**config.mk**
```make
export PLATFORM = sky130hd
export DESIGN_NAME = or_share_arbiter
export DESIGN_NICKNAME = d
export VERILOG_FILES = /design/src/rtl/or_share_pkg.sv /design/src/rtl/myOR.sv /design/src/rtl/rr_pick.sv /design/src/rtl/or_share_arbiter.sv
export SDC_FILE = /design/constraint.sdc
export NUM_CORES = 1
export LEC_CHECK = 0
export ABC_CLOCK_PERIOD_IN_PS = 2560
export BUFFER_PORTS_ARGS = -buffer_cell sky130_fd_sc_hd__buf_4
export CAP_MARGIN = 0
export CORE_UTILIZATION = 30
export DETAILED_ROUTE_END_ITERATION = 8
export PLACE_DENSITY = 0.55
export SLEW_MARGIN = 25
export SYNTH_ARGS = -nofsm -noshare
export SYNTH_HDL_FRONTEND = slang
export SYNTH_HIERARCHICAL = 1
export SYNTH_SLANG_ARGS = --single-unit
```
**constraint.sdc**
```tcl
create_clock -name clk -period 2.56 [get_ports clk]
set_input_delay 0.512 -clock clk [delete_from_list [all_inputs] [get_ports clk]]
set_output_delay 0.512 -clock clk [all_outputs]
set_load 0.1 [all_outputs]
```
**src/rtl/or_share_pkg.sv**
```systemverilog
// Shared constants and width helpers for the OR-sharing arbiter.
package or_share_pkg;

    localparam int unsigned DEF_NUM_REQ = 4;
    localparam int unsigned DEF_DATA_W  = 4;

    // Requester-index width. Never returns less than 1, so a two-requester build still gets a real ID bit.
    function automatic int unsigned id_width(input int unsigned n);
        return (n <= 2) ? 32'(1) : 32'($clog2(n));
    endfunction

endpackage

```
**src/rtl/myOR.sv**
```systemverilog
// Single-bit 2-input OR gate cell used as the shared datapath slice.
module myOR (
    input  logic a,
    input  logic b,
    output logic y
);

    assign y = a | b;

endmodule

```
**src/rtl/rr_pick.sv**
```systemverilog
// Combinational round-robin selector: first set bit of elig at or after ptr, wrapping.
module rr_pick
    import or_share_pkg::*;
#(
    parameter  int unsigned NUM_REQ = DEF_NUM_REQ,
    localparam int unsigned ID_W    = id_width(NUM_REQ)
) (
    input  logic [NUM_REQ-1:0] elig,
    input  logic [ID_W-1:0]    ptr,
    output logic [ID_W-1:0]    winner,
    output logic               found
);

    localparam int unsigned IDX_W = ID_W + 1;

    logic [IDX_W-1:0] idx;

    // Walk the candidates from ptr, wrapping at NUM_REQ, and keep the first eligible one.
    always_comb begin
        winner = '0;
        found  = 1'b0;
        idx    = '0;
        for (int unsigned k = 0; k < NUM_REQ; k++) begin
            idx = {1'b0, ptr} + IDX_W'(k);
            if (idx >= IDX_W'(NUM_REQ)) begin
                idx = idx - IDX_W'(NUM_REQ);
            end
            if (!found && elig[idx[ID_W-1:0]]) begin
                winner = idx[ID_W-1:0];
                found  = 1'b1;
            end
        end
    end

endmodule

```
**src/rtl/or_share_arbiter.sv**
```systemverilog
// Round-robin arbiter sharing one DATA_W-bit OR datapath among NUM_REQ requesters.
// Stage 1 registers the grant plus the winner's operands; stage 2 registers the OR result.
module or_share_arbiter
    import or_share_pkg::*;
#(
    parameter  int unsigned NUM_REQ = DEF_NUM_REQ,
    parameter  int unsigned DATA_W  = DEF_DATA_W,
    localparam int unsigned ID_W    = id_width(NUM_REQ)
) (
    input  logic                      clk,
    input  logic                      rst_n,
    input  logic [NUM_REQ-1:0]        req,
    input  logic [NUM_REQ*DATA_W-1:0] in1_flat,
    input  logic [NUM_REQ*DATA_W-1:0] in2_flat,
    output logic [NUM_REQ-1:0]        gnt,
    output logic                      out_valid,
    output logic [DATA_W-1:0]         out_data,
    output logic [ID_W-1:0]           out_id
);

    logic [NUM_REQ-1:0] elig_c;
    logic [ID_W-1:0]    win_c;
    logic               found_c;
    logic [ID_W-1:0]    ptr;
    logic [ID_W-1:0]    ptr_next_c;
    logic [NUM_REQ-1:0] gnt_next_c;
    logic [DATA_W-1:0]  sel_a_c;
    logic [DATA_W-1:0]  sel_b_c;
    logic [DATA_W-1:0]  opa_q;
    logic [DATA_W-1:0]  opb_q;
    logic [ID_W-1:0]    id_q;
    logic               v1;
    logic [DATA_W-1:0]  or_c;

    // The requester granted last cycle is masked so nobody is granted back-to-back.
    assign elig_c = req & ~gnt;

    rr_pick #(
        .NUM_REQ (NUM_REQ)
    ) u_pick (
        .elig   (elig_c),
        .ptr    (ptr),
        .winner (win_c),
        .found  (found_c)
    );

    assign gnt_next_c = NUM_REQ'(1) << win_c;
    assign ptr_next_c = (win_c == ID_W'(NUM_REQ - 1)) ? '0 : win_c + ID_W'(1);

    // Select the winner's operand slices.
    always_comb begin
        sel_a_c = '0;
        sel_b_c = '0;
        for (int unsigned i = 0; i < NUM_REQ; i++) begin
            if (win_c == ID_W'(i)) begin
                sel_a_c = in1_flat[i*DATA_W +: DATA_W];
                sel_b_c = in2_flat[i*DATA_W +: DATA_W];
            end
        end
    end

    // Stage 1: grant, round-robin pointer and operand capture.
    always_ff @(posedge clk) begin
        if (!rst_n) begin
            gnt   <= '0;
            ptr   <= '0;
            opa_q <= '0;
            opb_q <= '0;
            id_q  <= '0;
            v1    <= 1'b0;
        end else if (found_c) begin
            gnt   <= gnt_next_c;
            ptr   <= ptr_next_c;
            opa_q <= sel_a_c;
            opb_q <= sel_b_c;
            id_q  <= win_c;
            v1    <= 1'b1;
        end else begin
            gnt <= '0;
            v1  <= 1'b0;
        end
    end

    // Shared OR datapath, one gate cell per bit.
    for (genvar b = 0; b < DATA_W; b++) begin : g_or
        myOR u_or (
            .a (opa_q[b]),
            .b (opb_q[b]),
            .y (or_c[b])
        );
    end

    // Stage 2: result register; data and ID hold while no result is valid.
    always_ff @(posedge clk) begin
        if (!rst_n) begin
            out_valid <= 1'b0;
            out_data  <= '0;
            out_id    <= '0;
        end else begin
            out_valid <= v1;
            if (v1) begin
                out_data <= or_c;
                out_id   <= id_q;
            end
        end
    end

endmodule

```
==> metrics.txt <==
run status=completed; Peak VDD IR=approximately 0.38 mV; Post-synth ARST share=0%; Die Y=67 um; GPL Wtd Cong=between 0.9 and 1; post-route design area=~0.0017 mm^2; Total Routing Usage GR=14.1%; first-pass GRT wire length=4740 um; # port buffers=between 40 and 50; # hold bufs at CTS=0; #FFs+latches synth=24; number of global-route vias before repair=around 1,000; CTS Sinks=24; Overall Power=around 0.002 W; type of origin of the critical path=input port; 1st-pass router iterations=4; postcts setup bufs=0; syn_area_per_cell=between 9 and 10 um^2; WL/cell=12.7 um; Crit path required time=2710 ps; ant diodes=0; WL final=slightly below 3000 um; skew final=between 1.5 and 2 ps; nets=220; Leak=0.788 nW; post-detail-place hpwl=~2300 um; Clock Tree Buf Depth=2; grt ovf=0; Pwr Density=about 1100 mW/mm^2; fin crit period=between 2000 and 2500 ps; net count after synthesis=about 170; Core Rows=23; CTS tree=built; synth unique cells=30; die width=approximately 67 um; Post-CTS Resized=0; Util after Layout=43.0%; largest net degree at the start of global routing=14; Critical Path End Type=flip-flop; fraction of layout cells with a size suffix above 1=around 45%; Antenna Nets Post-Route=0; Num CTS Buffers=3; drt first-iter violations=43; H-tree depth=1; Post-Syn Area=approximately 0.0013 mm^2; total negative slack=0 ps; synthesis-to-layout area growth=36.6%; Final Cycle Share=~89%; Initial Util=a little under a third; Area after DPL=around 0.0017 mm^2; final hold violations=0; Worst-Margin Slew=425 ps; Worst Path Max Fanout=8; # DRC=0; antenna violations before repair=0; Top FF cell, synth=dfxtp_1; vias per inst=4.70; core area=slightly above 0.004 mm^2; Mapped Cells=127; via count=1,067; relative slew slack=between 70% and 80%; Syn. warnings=6; RSZ-0062 raised after global routing=no; fin. max-slew vios=0; Fmax=between 0.4 and 0.5 GHz; Worst Reg-to-Reg Cells=9; hold path cells=2; Worst Path Arrival=approximately 2400 ps; worst hold path class=reg2reg; number of synthesized flops with an enable pin=0; I/O pins=49; root buf cell=clkbuf_8; Clock transition at path regs=~80 ps; Setup Viol. Count Final=0; Critical Setup Path Class=in2reg; Die Area=0.00449 mm^2; clk_lat worst skew=between 200 and 300 ps; Seq/Total Area, Yosys=between 30 and 40%; MaxCap Viol Count=0
## worst paths after layout
path | end | start | slack (ps)
worst max-delay path | opb_q[0] | req[1] | 290
worst min-delay path | opa_q[1] | opa_q[1] | 460
worst max register to register | opb_q[0] | gnt[1] | 290
worst min register to register | opa_q[1] | opa_q[1] | 460
## where the power goes
part	switching [W]	internal, W
Sequential	0.0000704	0.000499
Combinational	0.000717	0.000429
Clock	0.000121	0.000137
Total	0.000909	0.00107
## logic make-up after synthesis
| family | count (synthesis) | share of synthesized area (%) |
|---|---|---|
| adders and majority gates | 4 | 3.95 |
| and+or+nand+nor | 41 | 18.6 |
| AOI/OAI and AO/OA | 32 | 24.9 |
| DFF | 24 | 37.9 |
| muxes | 9 | 7.11 |
| buffers and inverters | 17 | 7.60 |
## cell usage after synthesis, drive strengths merged (2+ instances only)
cell type	n	area, um^2
nand2b	2	12.5
inv	8	30.0
a21oi	4	20.0
o22ai	8	50.1
a221oi	8	120
buf	6	53.8
nor3	4	20.0
nand2	9	36.3
dfxtp	24	480
nor2b	18	120
o31ai	8	95.1
ha	4	50.1
clkbuf	2	8.75
mux2i	9	90.1
or2	5	31.3
## cells in the final DEF, fill, tap and decap left out, types with 2 or more instances in the layout
cell type / instances
o22ai_1: 8
nor2b_1: 17
nand2_1: 8
nor3_1: 4
a21oi_1: 4
a221oi_2: 8
dfxtp_2: 3
ha_1: 4
inv_1: 7
or2_1: 5
mux2i_1: 9
nand2b_1: 2
buf_4: 54
clkbuf_8: 4
dfxtp_1: 21
o31ai_2: 7
## sequential cells by signal, summed over array words and instances (netlist names)
register and flops:
gnt 4, out_valid 1, id_q 2, opb_q 4, opa_q 4, out_id 2
out_data 4, v1 1, ptr 2
## layout make-up
class,count,area [um^2]
multi-input cells,86,691
well taps,50,62.6
clock buffers,4,55.1
repair buffers,54,405
flip-flops and latches,24,484
fillers,388,2300
inverters,9,33.8
## worst max-delay path, cell delays in order
cell and delay, ps:
buf_4 100, nor2b_1 130, buf_4 130, a21oi_1 130, o21ai_0 90, a21oi_1 300, inv_1 140, ha_1 260
buf_4 200, a221oi_2 340, o31ai_2 80
## layer usage
| metal | part of all wire, % | vias up | GRT usage [%] |
|---|---|---|---|
| met2 | 47 | 29 | 21.4 |
| met5 | 0 | - | 0 |
| li1 | - | 552 | - |
| met3 | 4.4 | 7 | 1.37 |
| met4 | 2.6 | 0 | 7.71 |
| met1 | 46 | 479 | 19.2 |
## through the flow
| stage | cells | hold slack (ps) | setup WS (ps) |
|---|---|---|---|
| after global routing | 227 | 476 | 87.4 |
| after detailed placement | 223 | 443 | 23.6 |
| after floorplan | 127 | 417 | 10.8 |
| after CTS | 227 | 463 | 307 |
| after global placement | 223 | 442 | 46.2 |
| final | 227 | 460 | 286 |
Power figures use the tool's default switching activity.
